$ cat src/rtl/uart_hamming_receiver.sv
// ============================================================================
// uart_hamming_receiver: 8N1 UART deserializer with Hamming(7,4) SEC decode
// Rev 1.0
// ============================================================================
`default_nettype none

module uart_hamming_receiver #(
  parameter int CLKS_PER_BIT = 87
) (
  input  logic       clk,
  input  logic       rst_n,
  input  logic       rx,
  output logic [3:0] data_out,
  output logic [6:0] code_out,
  output logic       data_valid,
  output logic       err_corrected,
  output logic       pad_err,
  output logic       frame_err,
  output logic       rx_busy
);

  localparam int CNT_W = $clog2(CLKS_PER_BIT);
  localparam logic [CNT_W-1:0] HALF_LAST = CNT_W'(CLKS_PER_BIT / 2 - 1);
  localparam logic [CNT_W-1:0] BIT_LAST  = CNT_W'(CLKS_PER_BIT - 1);

  typedef enum logic [1:0] {
    IDLE  = 2'd0,
    START = 2'd1,
    DATA  = 2'd2,
    STOP  = 2'd3
  } state_t;

  state_t           state, state_next;
  logic             rx_meta, rxs;
  logic             armed;
  logic [CNT_W-1:0] cnt;
  logic [2:0]       bit_idx;
  logic [7:0]       shift;

  logic             cnt_clr;
  logic             bit_sample;
  logic             stop_ok;
  logic             stop_bad;

  logic [2:0]       syndrome;
  logic [6:0]       flip_mask;
  logic [6:0]       fixed_code;

  // Synchronizer preset high so reset looks like an idle line
  always_ff @(posedge clk or negedge rst_n) begin
    if (!rst_n) begin
      rx_meta <= 1'b1;
      rxs     <= 1'b1;
    end else begin
      rx_meta <= rx;
      rxs     <= rx_meta;
    end
  end

  always_ff @(posedge clk or negedge rst_n) begin
    if (!rst_n) begin
      state <= IDLE;
    end else begin
      state <= state_next;
    end
  end

  always_comb begin
    state_next = state;
    cnt_clr    = 1'b0;
    bit_sample = 1'b0;
    stop_ok    = 1'b0;
    stop_bad   = 1'b0;
    case (state)
      IDLE: begin
        if (armed && !rxs) begin
          state_next = START;
          cnt_clr    = 1'b1;
        end
      end
      START: begin
        if (cnt == HALF_LAST) begin
          if (rxs) begin
            state_next = IDLE;
          end else begin
            state_next = DATA;
            cnt_clr    = 1'b1;
          end
        end
      end
      DATA: begin
        if (cnt == BIT_LAST) begin
          bit_sample = 1'b1;
          cnt_clr    = 1'b1;
          if (bit_idx == 3'd7) begin
            state_next = STOP;
          end
        end
      end
      STOP: begin
        // Leave mid-stop-bit so a following start edge is not missed
        if (cnt == BIT_LAST) begin
          state_next = IDLE;
          cnt_clr    = 1'b1;
          if (rxs) begin
            stop_ok  = 1'b1;
          end else begin
            stop_bad = 1'b1;
          end
        end
      end
      default: state_next = IDLE;
    endcase
  end

  always_ff @(posedge clk or negedge rst_n) begin
    if (!rst_n) begin
      cnt     <= '0;
      bit_idx <= 3'd0;
      shift   <= 8'd0;
    end else begin
      if (cnt_clr) begin
        cnt <= '0;
      end else if (state != IDLE) begin
        cnt <= cnt + 1'b1;
      end
      if (state == START) begin
        bit_idx <= 3'd0;
      end else if (bit_sample) begin
        bit_idx <= bit_idx + 3'd1;
      end
      if (bit_sample) begin
        shift[bit_idx] <= rxs;
      end
    end
  end

  // Break guard: a held-low line after a framing error must not look like a start bit
  always_ff @(posedge clk or negedge rst_n) begin
    if (!rst_n) begin
      armed <= 1'b0;
    end else if (stop_bad) begin
      armed <= 1'b0;
    end else if (state == IDLE && rxs) begin
      armed <= 1'b1;
    end
  end

  always_comb begin
    syndrome[0] = shift[0] ^ shift[2] ^ shift[4] ^ shift[6];
    syndrome[1] = shift[1] ^ shift[2] ^ shift[5] ^ shift[6];
    syndrome[2] = shift[3] ^ shift[4] ^ shift[5] ^ shift[6];
    flip_mask   = (syndrome == 3'd0) ? 7'd0 : (7'd1 << (syndrome - 3'd1));
    fixed_code  = shift[6:0] ^ flip_mask;
  end

  always_ff @(posedge clk or negedge rst_n) begin
    if (!rst_n) begin
      data_out      <= 4'd0;
      code_out      <= 7'd0;
      err_corrected <= 1'b0;
      pad_err       <= 1'b0;
      data_valid    <= 1'b0;
      frame_err     <= 1'b0;
    end else begin
      data_valid <= stop_ok;
      frame_err  <= stop_bad;
      if (stop_ok) begin
        code_out      <= fixed_code;
        data_out      <= {fixed_code[6], fixed_code[5], fixed_code[4], fixed_code[2]};
        err_corrected <= (syndrome != 3'd0);
        pad_err       <= shift[7];
      end
    end
  end

  assign rx_busy = (state != IDLE);

endmodule

`default_nettype wire

$ cat config.mk
export PLATFORM = sky130hd
export DESIGN_NAME = uart_hamming_receiver
export DESIGN_NICKNAME = d
export VERILOG_FILES = /design/src/rtl/uart_hamming_receiver.sv
export SDC_FILE = /design/constraint.sdc
export NUM_CORES = 1
export LEC_CHECK = 0
export CAP_MARGIN = 5
export CORE_MARGIN = 10
export CORE_UTILIZATION = 48
export CTS_CLUSTER_DIAMETER = 60
export DETAILED_ROUTE_END_ITERATION = 6
export MAX_ROUTING_LAYER = met4
export PLACE_DENSITY = 0.69
export SYNTH_ARGS = -nofsm -noshare
export SYNTH_HDL_FRONTEND = slang
export SYNTH_SLANG_ARGS = --single-unit
$ cat constraint.sdc
create_clock -name clk -period 4.7 [get_ports clk]
set_input_delay 0.705 -clock clk [delete_from_list [all_inputs] [get_ports clk]]
set_output_delay 0.705 -clock clk [all_outputs]
set_load 0.01 [all_outputs]
* Yosys cells after proc, flatten, opt, wreduce, memory -nomap -nowiden
Cells that the tools add are included.
** Operators by class
- Shift-type cells :: 1
- Add/sub/neg operators :: 3
- Mux-type cells :: 28
- Bitwise gates (word level) :: 10
- Equal/unequal tests :: 11
- Order comparisons :: 2
- Reductions and logical operators :: 13
** Operators with widths (count)
- 7-bit 2-to-1 mux :: 3
- 1-bit 2-to-1 mux :: 13
- 2-bit 2-to-1 mux :: 6
- 2-bit != test, second input constant :: 5
- 1-bit bitwise XOR :: 9
- 8-bit bitwise mux :: 1
- 2-bit one-hot mux with 4 select lines :: 1
- 2-bit nonzero test :: 4
- 7-bit by 1-bit adder with 7-bit output, second input constant :: 1
- 7-bit by 6-bit equality test with 1-bit output, second input constant :: 1
- 7-bit equality test, second input constant :: 1
- 1-bit by 3-bit << shifter with 7-bit output, first input constant :: 1
- 7-bit bitwise XOR :: 1
- 3-bit 2-to-1 mux :: 2
- 5-bit AND reduction :: 1
- 2-bit equality test, second input constant :: 2
- 3-bit by 4-bit less-than comparator with 1-bit output, second input constant :: 1
- 3-bit by 1-bit adder with 3-bit output, second input constant :: 1
- 1-bit demux with 3-bit select :: 1
- 3-bit equality test, second input constant :: 1
- 3-bit by 1-bit >= comparator with 1-bit output, second input constant :: 1
- 1-bit logical AND :: 3
- 3-bit logical NOT :: 1
- 1-bit one-hot mux with 3 select lines :: 1
- 6 further kinds :: 6
** Storage, ports and cells
- Register bits after elaboration :: 38
- Output and inout bits :: 16
- Logic and storage cells :: 81
- Input bits :: 3

* Depth between registers and ports, before layout
- Depth in word-level cells :: 7
- Depth in mapped cells :: 7
- Mapped depth without buffers :: 7

* Worst setup path before layout
No wires, ideal clock.
- Kind :: register to register
- Start point :: reg cnt[3]
- End point :: reg shift[6]
- Stages on the path, launching flop included :: 6
- Setup time :: 0.128 ns
- Path buffers :: 0
- Setup slack :: 2.868 ns
- Data required time :: 4.572 ns
- Clock period less this slack :: 1.832 ns
- Arrival :: 1.704 ns
- Cell sequence :: dfrtp_1 -> and4bb_1 -> and3_4 -> nand3_2 -> or4_1 -> mux2_1
** Between the ends
- Word-level cells in the longest chain between the ends :: 3
** RTL lines
- start, declared :: line 36 : logic [CNT_W-1:0] cnt;
- start signal, assigned :: line 125 : cnt <= cnt + 1'b1;
- 7-bit equality test :: line 92 : if (cnt == BIT_LAST) begin
- 1-bit 2-to-1 mux :: line 92
- 1-bit 2-to-1 mux :: line 74 : case (state)
- end signal, assigned by index :: line 133 : shift[bit_idx] <= rxs;
- end, declared :: line 38 : logic [7:0] shift;
No other way between the ends.
A chain may end at the register's enable or synchronous reset.

* Worst setup path after layout
- Start point :: reg state[0]
- End point :: out rx_busy
** Between the ends
- Word-level cells in the longest chain between the ends :: 1
** RTL lines
- start, declared :: line 33 : state_t state, state_next;
- start signal, assigned :: line 64 : state <= state_next;
- 2-bit nonzero test :: line 177 : assign rx_busy = (state != IDLE);
- end, declared :: line 19 : output logic rx_busy
No other way between the ends.

==> impl_metrics.py <==
metrics = {
    "outcome": {
        "outcome": "finished clean",
    },
    "floorplanning": {
        "core_area_sq_um": 3690,
        "dieWidth_um": 81.8,
        "io_pins": 19,
        "dieArea_sq_um": 6690,
        "initial_core_util": 0.497,
        "die_h_um": 81.8,
        "rows": 22,
    },
    "setup_path": {
        "cp_cell_sequence": "nor2_1, inv_1, clkdlybuf4s50_1",
        "cp-start-kind": "flop",
        "crit_path_max_incr_delay_ns": 0.68,
        "endpoint_kind": "output port",
        "reg2reg_from": "cnt[0]",
        "crit_path_max_fanout": 19,
        "crit_arrival_ns": 1.71,
        "cp_slowest_cell": "dfrtp_1",
        "ff2ff_setup_slack_ns": 2.57,
        "required_ns": 3.99,
        "reg2reg_depth": 7,
        "reg2reg_to": "cnt[5]",
        "crit_type": "reg -> out",
    },
    "power_and_ir_drop": {
        "power_frac_seq": 0.498,
        "p_int_uw": 549,
        "switching_share": 0.313,
        "clkPwrFrac": 0.317,
        "ir_worst_vdd_mv": 0.189,
        "p_sw_uw": 249,
        "p_per_area_nw_per_um2": 375,
        "leakagePower_nw": 0.944,
        "pwr-share-comb": 0.185,
    },
    "route": {
        "drt_iter0_drc": 64,
        "firstDrtPassIters": 5,
        "finalWirelength_mm": 3.69,
        "post-route-drc-count": 0,
        "viasPerCell": 5.35,
        "wl_per_cell_um": 14.8,
        "num_vias": 1333,
        "drtAntennaViolNets": 0,
    },
    "sta": {
        "setup_viol": 0,
        "worstMarginPinSlew_ns": 0.612,
        "rsz0062_at_grt": "no",
        "fmax_ghz": 0.414,
        "tns_ns": 0,
        "fin_crit_ns": 2.41,
        "slew_headroom": 0.589,
        "layout_setup_ws_ns": 2.29,
        "final_max_slew_viol_count": 0,
        "hold_violations": 0,
        "fin_crit_sh": 0.514,
        "fin_skew_ns": 0.00609,
    },
    "clocking": {
        "cts_buffers": 5,
        "clock-root-buffer": "clkbuf_8",
        "cts_setup_buffers": 0,
        "cts_max_level": 2,
        "cts_tree": "built",
        "clkLatencyLatePin_ns": 0.29,
        "clock-sinks": 34,
        "cts_hold_buf": 0,
        "clkTransAtPathRegs_ns": 0.07,
        "clock_path_buffers": 2,
        "ctsResizeCount": 0,
    },
    "cells_and_area": {
        "syn2layout_area_growth_pct": 16.2,
        "nets": 207,
        "fin_cells": 249,
        "n_antenna_cell": 0,
        "drive_above_1_share": 0.124,
    },
    "synthesis": {
        "synth_edf_count": 0,
        "syn_area_per_cell_sq_um": 9.85,
        "synth_area_leaders": "dfrtp_1 (44%), xor2_1 (5.3%), mux2_2 (4.3%)",
        "netlist_instances": 186,
        "yosys.cell_count.top_type": "dfrtp_1",
        "syn_nets": 193,
        "yosys_warnings": 0,
        "synthTopCellsByCount": "dfrtp_1 (32), nor2_1 (15), nand2_1 (14), xor2_1 (11)",
        "ys_seq_area_frac": 0.466,
        "netlist.top_cell.by_area": "dfrtp_1",
        "yosysUniqueCellTypes": 37,
        "async_flop_share": 1.00,
        "syn_area_sq_um": 1830,
        "synth_seq_cells": 34,
        "ys.flop_type": "dfrtp_1",
        "synth_top_cell_area_share": 0.437,
    },
    "global_route": {
        "overflow": 0,
        "grt_pass1_wl_mm": 6.33,
        "grt.total_usage": 0.125,
        "antenna_found_initial": 0,
        "grt_pass1_vias": 1322,
        "grt_max_degree": 35,
    },
    "job": {
        "drv_cap": 0,
    },
    "placement": {
        "dp_slack_ns": 2.60,
        "post-dp-hpwl_mm": 2.73,
        "gp_congestion": 0.906,
        "dpl.cell_count": 241,
        "numPortBuffers": 18,
    },
    "min_path": {
        "hold_depth": 0,
        "hold_end": "rxs",
        "worst_hold_path_type": "reg -> reg",
        "min_from": "rx_meta",
    },
}
==> worst max path at each step <==
stage,to,slack [ns],from
global route,rx_busy,2.19,state[0]
floorplan,shift[6],2.87,cnt[3]
finish,rx_busy,2.29,state[0]
CTS,rx_busy,2.29,state[0]
global placement,rx_busy,2.63,state[0]
detailed placement,cnt[2],2.60,cnt[0]
==> power by group through the flow <==
stage | clock (mW) | sequential, mW | combinational (mW)
4_1_cts | 0.256 | 0.396 | 0.149
2_1_floorplan | 0 | 0.365 | 0.137
6_report | 0.253 | 0.397 | 0.148
3_5_place_dp | 0 | 0.401 | 0.149
3_3_place_gp | 0 | 0.398 | 0.142
5_1_grt | 0.272 | 0.406 | 0.169
==> area by class of cell <==
cell class                 instances  area, sq um
clock buffer                       8          110
fill                             328         1560
inverter                          10         37.5
multi-input combinational        130          882
sequential                        34          853
tap                               48         60.1
timing repair buffer              19          188
==> critical path: cells and delay by family, from the launching register on <==
kind / cells / cell delay [ns]
DFF: 1 / 0.68
buffers and inverters: 2 / 0.61
and+or+nand+nor: 1 / 0.13
==> through the flow <==
| step | area, sq um | power [mW] | util | hold WS, ns |
|---|---|---|---|---|
| after floorplan | 1830 | 0.501 | - | 0.345 |
| after global placement | 2020 | 0.540 | 0.548 | 0.346 |
| after detailed placement | 2020 | 0.550 | 0.548 | 0.348 |
| after CTS | 2130 | 0.802 | 0.578 | 0.358 |
| after global routing | 2130 | 0.846 | 0.578 | 0.359 |
| final | 2130 | 0.798 | 0.578 | 0.357 |
==> registers in the layout (all words and copies together) (netlist names), named ones only <==
name	count
rx_meta	1
state	1
bit_idx	3
frame_err	1
pad_err	1
code_out	3
data_valid	1
rxs	1
cnt	7
armed	1
err_corrected	1
shift	8
data_out	4
==> layer usage <==
layer | vias to the layer above | GRT usage | wire length (um)
met3 | 8 | 0.0360 | 243
met1 | 634 | 0.135 | 1560
met4 | 0 | 0.0459 | 67
met5 | - | - | 0
met2 | 25 | 0.213 | 1830
li1 | 666 | - | -
==> cell families after synthesis <==
kind of cell / synth area share
compound gates: 0.107
xor+xnor: 0.103
fa+ha+maj: 0.0273
buf+inv: 0.0532
flops: 0.466
mux: 0.0655
simple gates: 0.178
==> layout by cell type, fill, tap and decap left out, drive strengths merged <==
cell / n
o22ai: 4
clkbuf: 8
nor3: 7
o21ai: 11
dfstp: 2
o21ba: 3
a21bo: 1
nand3: 9
nand4bb: 1
nor4: 1
or4: 1
nor2: 15
or2: 1
nand4: 4
nor3b: 2
inv: 10
clkdlybuf4s50: 18
buf: 1
xor2: 11
nand2b: 1
a21oi: 7
mux2: 8
a31oi: 4
and3: 5
o2bb2ai: 1
ha: 4
xnor3: 1
dfrtp: 32
o31ai: 1
mux2i: 3
and4bb: 1
xnor2: 8
or3: 1
nand2: 14
(Power assumes the default switching activity.)
